### src/rtl/mem_wait_ctrl.sv
// mem_wait_ctrl: wait-state controller between the Core and its instruction
// (ROM) and data (RAM) memories. Each channel counts out its WAIT cycles,
// issues the access exactly once, then parks its read data until the Core
// is released. Channel index 0 is ROM, channel index 1 is RAM.
module mem_wait_ctrl #(
  parameter int ADDR_W   = 32,
  parameter int DATA_W   = 32,
  parameter int SEL_W    = 4,
  parameter int ROM_WAIT = 2,
  parameter int RAM_WAIT = 3,
  parameter int CNT_W    = 32
) (
  input  logic              clk,
  input  logic              rst,
  input  logic              ext_stall,
  output logic              stall,
  output logic [CNT_W-1:0]  stall_cycles,
  input  logic              c_rom_en,
  input  logic [SEL_W-1:0]  c_rom_write_en,
  input  logic [ADDR_W-1:0] c_rom_addr,
  input  logic [DATA_W-1:0] c_rom_wdata,
  output logic [DATA_W-1:0] c_rom_rdata,
  output logic              m_rom_en,
  output logic [SEL_W-1:0]  m_rom_write_en,
  output logic [ADDR_W-1:0] m_rom_addr,
  output logic [DATA_W-1:0] m_rom_wdata,
  input  logic [DATA_W-1:0] m_rom_rdata,
  input  logic              c_ram_en,
  input  logic [SEL_W-1:0]  c_ram_write_en,
  input  logic [ADDR_W-1:0] c_ram_addr,
  input  logic [DATA_W-1:0] c_ram_wdata,
  output logic [DATA_W-1:0] c_ram_rdata,
  output logic              m_ram_en,
  output logic [SEL_W-1:0]  m_ram_write_en,
  output logic [ADDR_W-1:0] m_ram_addr,
  output logic [DATA_W-1:0] m_ram_wdata,
  input  logic [DATA_W-1:0] m_ram_rdata
);

  typedef enum logic [1:0] { IDLE, BUSY, DONE } ch_state_t;

  localparam logic [3:0] ROM_W = 4'(ROM_WAIT);
  localparam logic [3:0] RAM_W = 4'(RAM_WAIT);

  logic [1:0]        c_en;
  logic [3:0]        wait_cyc [2];
  logic [DATA_W-1:0] m_rdata  [2];

  ch_state_t         state      [2];
  logic [3:0]        cnt        [2];
  logic [DATA_W-1:0] hold       [2];
  logic              done_first [2];

  logic [1:0]        ch_stall;
  logic [1:0]        issue;

  assign c_en        = {c_ram_en, c_rom_en};
  assign wait_cyc[0] = ROM_W;
  assign wait_cyc[1] = RAM_W;
  assign m_rdata[0]  = m_rom_rdata;
  assign m_rdata[1]  = m_ram_rdata;

  // Decode each channel into "still waiting" or "issue this cycle"; both are forced low in reset
  always_comb begin
    ch_stall = '0;
    issue    = '0;
    for (int i = 0; i < 2; i++) begin
      if (rst && c_en[i]) begin
        case (state[i])
          IDLE: begin
            if (wait_cyc[i] == 4'd0) issue[i] = 1'b1;
            else                     ch_stall[i] = 1'b1;
          end
          BUSY: begin
            if (cnt[i] == 4'd0) issue[i] = 1'b1;
            else                ch_stall[i] = 1'b1;
          end
          default: begin
            ch_stall[i] = 1'b0;
          end
        endcase
      end
    end
  end

  assign stall = (|ch_stall) | ext_stall;

  // Per-channel wait FSM: count down, issue once, then park in DONE until the Core is released
  always_ff @(posedge clk) begin
    for (int i = 0; i < 2; i++) begin
      if (!rst) begin
        state[i]      <= IDLE;
        cnt[i]        <= '0;
        hold[i]       <= '0;
        done_first[i] <= 1'b0;
      end else begin
        done_first[i] <= 1'b0;
        if (issue[i]) begin
          if (stall) begin
            state[i]      <= DONE;
            done_first[i] <= 1'b1;
          end else begin
            state[i] <= IDLE;
          end
        end else begin
          case (state[i])
            IDLE: begin
              if (c_en[i]) begin
                cnt[i]   <= wait_cyc[i] - 4'd1;
                state[i] <= BUSY;
              end
            end
            BUSY: begin
              if (!c_en[i]) state[i] <= IDLE;
              else          cnt[i]   <= cnt[i] - 4'd1;
            end
            DONE: begin
              if (done_first[i]) hold[i]  <= m_rdata[i];
              if (!stall)        state[i] <= IDLE;
            end
            default: begin
              state[i] <= IDLE;
            end
          endcase
        end
      end
    end
  end

  // Saturating count of every cycle the Core spends stalled
  always_ff @(posedge clk) begin
    if (!rst) begin
      stall_cycles <= '0;
    end else if (stall && (stall_cycles != {CNT_W{1'b1}})) begin
      stall_cycles <= stall_cycles + CNT_W'(1);
    end
  end

  assign m_rom_en       = issue[0];
  assign m_rom_write_en = issue[0] ? c_rom_write_en : '0;
  assign m_rom_addr     = c_rom_addr;
  assign m_rom_wdata    = c_rom_wdata;
  assign c_rom_rdata    = (state[0] == DONE && !done_first[0]) ? hold[0] : m_rom_rdata;

  assign m_ram_en       = issue[1];
  assign m_ram_write_en = issue[1] ? c_ram_write_en : '0;
  assign m_ram_addr     = c_ram_addr;
  assign m_ram_wdata    = c_ram_wdata;
  assign c_ram_rdata    = (state[1] == DONE && !done_first[1]) ? hold[1] : m_ram_rdata;

endmodule

### config.mk
export PLATFORM = sky130hd
export DESIGN_NAME = mem_wait_ctrl
export DESIGN_NICKNAME = d
export VERILOG_FILES = /design/src/rtl/mem_wait_ctrl.sv
export SDC_FILE = /design/constraint.sdc
export NUM_CORES = 1
export LEC_CHECK = 0
export CAP_MARGIN = 5
export CORE_AREA = 5 5 170 172
export DETAILED_ROUTE_END_ITERATION = 7
export DIE_AREA = 0 0 175 177
export SETUP_SLACK_MARGIN = 0.4
export SLEW_MARGIN = 20
export SYNTH_ARGS = -nofsm -noshare
export SYNTH_HDL_FRONTEND = slang
export SYNTH_SLANG_ARGS = --single-unit
### constraint.sdc
create_clock -name clk -period 4.2 [get_ports clk]
set_input_delay 0.84 -clock clk [delete_from_list [all_inputs] [get_ports clk]]
set_output_delay 0.84 -clock clk [all_outputs]
set_load 0.02 [all_outputs]
**After elaboration in Yosys (flattened, before gate mapping)**

Memories as Yosys holds them, arrays and structs flattened.
Index checks and enable logic that the tools add are counted.

- Memories kept: 4
- Input bits: 205
- Output and inout port bits: 235
- Bits in registers: 32
- RAM bits: 78

- $add $sub $neg: 3
- Bitwise logic cells: 23
- Multiplexer cells: 108
- Reduce and logical (&&, ||, !) cells: 14
- Eq/ne operators: 5

Memories:

| name | depth | width | read ports | clocked after memory_dff | wr ports | RTL line | RTL |
|---|---|---|---|---|---|---|---|
| hold | 2 | 32 | 2 | 0 | 2 | 51 | `logic [DATA_W-1:0] hold [2];` |
| cnt | 2 | 4 | 2 | 0 | 2 | 50 | `logic [3:0] cnt [2];` |
| state | 2 | 2 | 2 | 0 | 2 | 49 | `ch_state_t state [2];` |
| done_first | 2 | 1 | 2 | 0 | 2 | 52 | `logic done_first [2];` |

Operators by type and width:

| cell | number |
|---|---|
| $mux W32 | 4 |
| $mux W1 | 84 |
| $add A32 B1 Y32 const B | 1 |
| $ne A32 B32 Y1 const B | 1 |
| $mux W2 | 12 |
| $mux W4 | 6 |
| $or A1 B1 Y1 | 23 |
| $logic_not A4 Y1 | 2 |
| $sub A4 B1 Y4 const B | 2 |
| $reduce_or A3 Y1 | 2 |
| $logic_and A1 B1 Y1 | 5 |
| $eq A2 B1 Y1 const B | 2 |
| $eq A2 B2 Y1 const B | 2 |
| $logic_not A2 Y1 | 2 |
| $pmux W1 S2 | 2 |
| $logic_not A1 Y1 | 2 |
| $reduce_or A2 Y1 | 1 |

**Logic depth before layout (Yosys ltp)**

An unclocked memory read counts as a cell.

- Word-level depth: 17
- Depth in mapped cells: 9

**Least setup slack after synthesis**

OpenSTA, ideal clock, no wires.

- Path kind: input port to output port
- From: input rst
- To: output m_ram_write_en[0]
- Setup slack: 1.349 ns
- Stages on the path: 3
- Data required time: 3.360 ns
- Arrival time: 2.011 ns
- Cell sequence: nand3b_1 nor3_1 and2_1

- Word-level cells in the longest chain between the ends: 3

Ends and longest elaborated chain:

| what | RTL line | RTL |
|---|---|---|
| from (decl) | 14 | `input logic rst,` |
| $logic_and A1 B1 Y1 | 68 | `if (rst && c_en[i]) begin` |
| $mux W1 | 68 |  |
| net m_ram_en | 33 | `output logic m_ram_en,` |
| $mux W4 | 146 | `assign m_ram_write_en = issue[1] ? c_ram_write_en : '0;` |
| to (decl) | 34 | `output logic [SEL_W-1:0] m_ram_write_en,` |

The timed path passes the listed nets, and every way through them passes these cells.

**Worst setup path after layout**

- From: input rst
- To: output m_rom_write_en[2]

- Word-level cells in the longest chain between the ends: 3

Ends and longest elaborated chain:

| what | RTL line | RTL |
|---|---|---|
| $logic_and A1 B1 Y1 | 68 |  |
| $mux W1 | 68 |  |
| $mux W4 | 140 | `assign m_rom_write_en = issue[0] ? c_rom_write_en : '0;` |
| to (decl) | 24 | `output logic [SEL_W-1:0] m_rom_write_en,` |

Every way passes these cells.

==> impl_summary.log <==
[metrics] end point of the critical path: m_rom_write_en[2]
[metrics] post-synthesis share of cell area spent on full adders, half adders and majority gates: 0.577%
[metrics] 1st-pass router iterations: 4
[metrics] TritonCTS Buffers: 9
[metrics] critical path arrival: 2.73 ns
[metrics] Initial Util: 23.8%
[metrics] Internal: 1.92 mW
[metrics] ANT cells: 0
[metrics] worst min-delay path class: reg2reg
[metrics] Slowest cell on crit path: sky130_fd_sc_hd__clkdlybuf4s50_1
[metrics] Synth Area per Inst: 10.6 um2
[metrics] Most used DFF post-synth: sky130_fd_sc_hd__edfxtp_1
[metrics] total negative setup slack: 0 ns
[metrics] area added between synthesis and finish: 24.8%
[metrics] Die ar.: 0.0310 mm2
[metrics] fraction of the mapped netlist area in compound gates: 3.04%
[metrics] largest incremental delay on the critical path: 0.65 ns
[metrics] total track usage: 10.6%
[metrics] end of the worst register-to-register path: stall_cycles[31]
[metrics] leading cell type in the layout, fill and taps excluded: sky130_fd_sc_hd__clkdlybuf4s50_1
[metrics] Setup Fix Bufs, Post-CTS: 0
[metrics] Die Width: 175 um
[metrics] clock transition time at the flip-flop clock pins of the worst setup and hold paths: 0.07 ns
[metrics] detailed-route wire length: 17.0 mm
[metrics] worst path buffer plus inverter count: 2
[metrics] Setup Skew: 0.0143 ns
[metrics] post-synthesis cell type count: 45
[metrics] worst-path cell chain: clkdlybuf4s50_1 > nand3b_1 > nor2b_2 > and2_1 > clkdlybuf4s50_1
[metrics] VDD IR-drop max: 0.127 mV
[metrics] worst skew pair latency: 0.35 ns
[metrics] final weighted congestion of routability-driven global placement: 0.740
[metrics] Worst R2R Setup Slack: 1.65 ns
[metrics] Critical Path Start: rst
[metrics] post-synthesis instance total: 615
[metrics] Synth Area in XOR/XNOR: 3.10%
[metrics] net count of the mapped netlist: 823
[metrics] largest fanout of any net on the critical path: 7
[metrics] antenna violations before repair: 0
[metrics] vias: 4399
[metrics] worst endpoint required time: 3.36 ns
[metrics] vias in the first global route: 4419
[metrics] number of port buffers: 183
[metrics] max-slew violation count: 0
[metrics] total global routing overflow: 0
[metrics] utilization of the core after routing: 29.7%
[metrics] sequential fraction of design power: 46.5%
[metrics] worst hold margin: 0.509 ns
[metrics] leakage power total: 2.85 nW
[metrics] unrepaired setup endpoints after global routing: false
[metrics] Clock Root Buffer: sky130_fd_sc_hd__clkbuf_16
[metrics] WP depth: 5
[metrics] pin count of the biggest net entering global routing: 33
[metrics] period utilisation layout: 85.1%
[metrics] floorplan core area: 0.0273 mm2
[metrics] count of final setup violators: 0
[metrics] number of synthesized flops with an enable pin: 76
[metrics] drt initial violations: 161
[metrics] Worst path most repeated cell: sky130_fd_sc_hd__clkdlybuf4s50_1
[metrics] most area-hungry cell type in the Yosys netlist: sky130_fd_sc_hd__edfxtp_1
[metrics] max-capacitance violation count: 0
[metrics] highest-count cells in the layout ignoring fill and taps: sky130_fd_sc_hd__clkdlybuf4s50_1 (183), sky130_fd_sc_hd__and2_1 (77), sky130_fd_sc_hd__edfxtp_1 (76), sky130_fd_sc_hd__mux2_2 (64), sky130_fd_sc_hd__nor2_1 (37)
[metrics] Worst Tran Pin Value: 0.904 ns
[metrics] WL per Instance: 16.7 um
[metrics] power consumption: 2.63 mW
[metrics] combinational cell fraction of total power: 21.1%
[metrics] power per standard cell area: 324 mW/mm2
[metrics] fin worst setup slack: 0.628 ns
[metrics] critical path class: in2out
[metrics] Seq/Total Area, Yosys: 45.6%
[metrics] die height: 177 um
[metrics] kind of start point of the critical path: input pin
[metrics] number of nets still failing antenna checks after routing: 0
[metrics] fraction of layout cells with a size suffix above 1: 15.4%
[metrics] number of warnings reported in the yosys synthesis log: 0
[metrics] number of register bits inferred by synthesis: 110
[metrics] outcome: completed
[metrics] Yosys top cell area share: 35.1%
[metrics] Final Hold Viols: 0
[metrics] post-placement setup slack: 0.482 ns
[metrics] TritonCTS clock tree: done
[metrics] share of cell area taken by muxes after synthesis: 11.2%
[metrics] type of element capturing the critical path: primary output
[metrics] CTS H-tree lvls: 3
[metrics] Max Clk Rate: 280 MHz
[metrics] netlist area before placement: 0.00650 mm2
[metrics] clock net sink count: 110
[metrics] origin of the critical flop-to-flop path: cnt[0][0]
[metrics] maximum root-to-sink buffer count: 2
[metrics] number of DRC violations after detailed routing: 0
[metrics] number of nets in the finished design: 878
[metrics] top cell family by delay on the critical path: buffers and inverters
[metrics] dominant combinational cell family by area after synthesis: simple AND/OR/NAND/NOR gates
[metrics] number of vias per cell: 4.31
[metrics] num rows: 61
[metrics] Boundary Pins: 440
[metrics] fraction of power consumed by the clock network: 32.4%
[metrics] max-slew headroom at the worst pin: 39.6%
[metrics] minimum period implied by the final worst setup slack: 3.57 ns
[metrics] fraction of registers with async set or reset after synthesis: 0%
[metrics] biggest area contributors in the synthesized netlist: sky130_fd_sc_hd__edfxtp_1 (35%), sky130_fd_sc_hd__buf_4 (15%), sky130_fd_sc_hd__mux2_2 (11%), sky130_fd_sc_hd__dfxtp_1 (10%), sky130_fd_sc_hd__and2_1 (7.4%)
[metrics] simple logic cell fraction of the synthesized area: 19.7%
[metrics] share of total power consumed by net switching: 27.0%
[metrics] depth of the worst register-to-register path: 9
[metrics] wire length of the first global-routing pass: 25.9 mm
[metrics] Switching Power: 0.710 mW
[metrics] HPWL after detailed placement: 12.8 mm
[flip-flops by register name, summed over array words and instances, names as in the netlist]
| signal | cells |
|---|---|
| cnt | 8 |
| state | 4 |
| hold | 64 |
| done_first | 2 |
| stall_cycles | 32 |
[power groups by stage]
stage	clock [mW]	sequential, mW	combinational (mW)
final	0.854	1.22	0.555
after global routing	0.950	1.23	0.592
after CTS	0.897	1.22	0.564
after detailed placement	0	1.25	0.559
after global placement	0	1.25	0.563
after floorplan	0	1.24	0.469
[routing by layer]
metal	vias up	GRT usage (%)	routed length [um]
met5	-	0	0
met4	0	4.42	474
met3	55	4.21	1460
met2	185	15.9	7610
met1	2044	13.7	7500
li1	2115	-	-
[worst min path at each step]
| stage | from | to | cells past startpoint |
|---|---|---|---|
| 2_1_floorplan | cnt[1][0] | cnt[1][0] | 1 |
| 3_3_place_gp | stall_cycles[31] | stall_cycles[31] | 2 |
| 3_5_place_dp | stall_cycles[31] | stall_cycles[31] | 2 |
| 4_1_cts | stall_cycles[31] | stall_cycles[31] | 2 |
| 5_1_grt | stall_cycles[31] | stall_cycles[31] | 2 |
| 6_report | stall_cycles[31] | stall_cycles[31] | 2 |
[cells by family after synthesis]
group	after synthesis
buffers and inverters	162
AOI/OAI and AO/OA	29
DFF	110
adders and majority gates	3
muxes	65
and+or+nand+nor	223
xor gates and xnor gates	23
[what timing repair did]
item / in CTS / in global routing
endpoints found under the setup margin: 0 / 1
resized for setup: 0 / 1
hold buffers: 0 / 0
[cell usage after synthesis, drive strengths merged (2+ instances only)]
cell      n
nor2b     2
inv      12
nand2b    2
nor4      6
or4       3
nor3      9
and2     77
o31ai     4
or2       3
nand3    20
nand2    26
dfxtp    34
buf     131
or3       5
nand3b    5
xnor2     8
nor3b     4
o22ai     3
and4      2
nand4    10
a21oi     9
ha        3
nor2     39
clkbuf   19
and4bb    2
edfxtp   76
mux2     64
nand4b    2
o21ai     7
xor2     15
and3      5
[through the flow]
step | std cells | instance area (um2)
final | 1021 | 8120
after floorplan | 615 | 6500
after CTS | 1021 | 8110
after global routing | 1021 | 8120
after detailed placement | 1005 | 7820
after global placement | 1005 | 7820
[area by class of cell]
cell class	count	area, um2
Fill cell	2843	19200
Sequential cell	110	2960
Multi-Input combinational cell	343	2470
Timing Repair Buffer	194	1910
Tap cell	346	433
Clock buffer	10	239
Clock inverter	6	52.6
Inverter	12	45.0
[worst reg2reg max path, cell delays in order, from the launching register on]
cell	delay, ns
sky130_fd_sc_hd__edfxtp_1	0.39
sky130_fd_sc_hd__inv_1	0.06
sky130_fd_sc_hd__ha_1	0.23
sky130_fd_sc_hd__and4bb_2	0.27
sky130_fd_sc_hd__o221ai_4	0.22
sky130_fd_sc_hd__buf_4	0.30
sky130_fd_sc_hd__nand4_1	0.22
sky130_fd_sc_hd__nand2b_1	0.25
sky130_fd_sc_hd__or4_1	0.42
sky130_fd_sc_hd__a21oi_1	0.15
No activity file was read; power rests on OpenSTA's default activity.
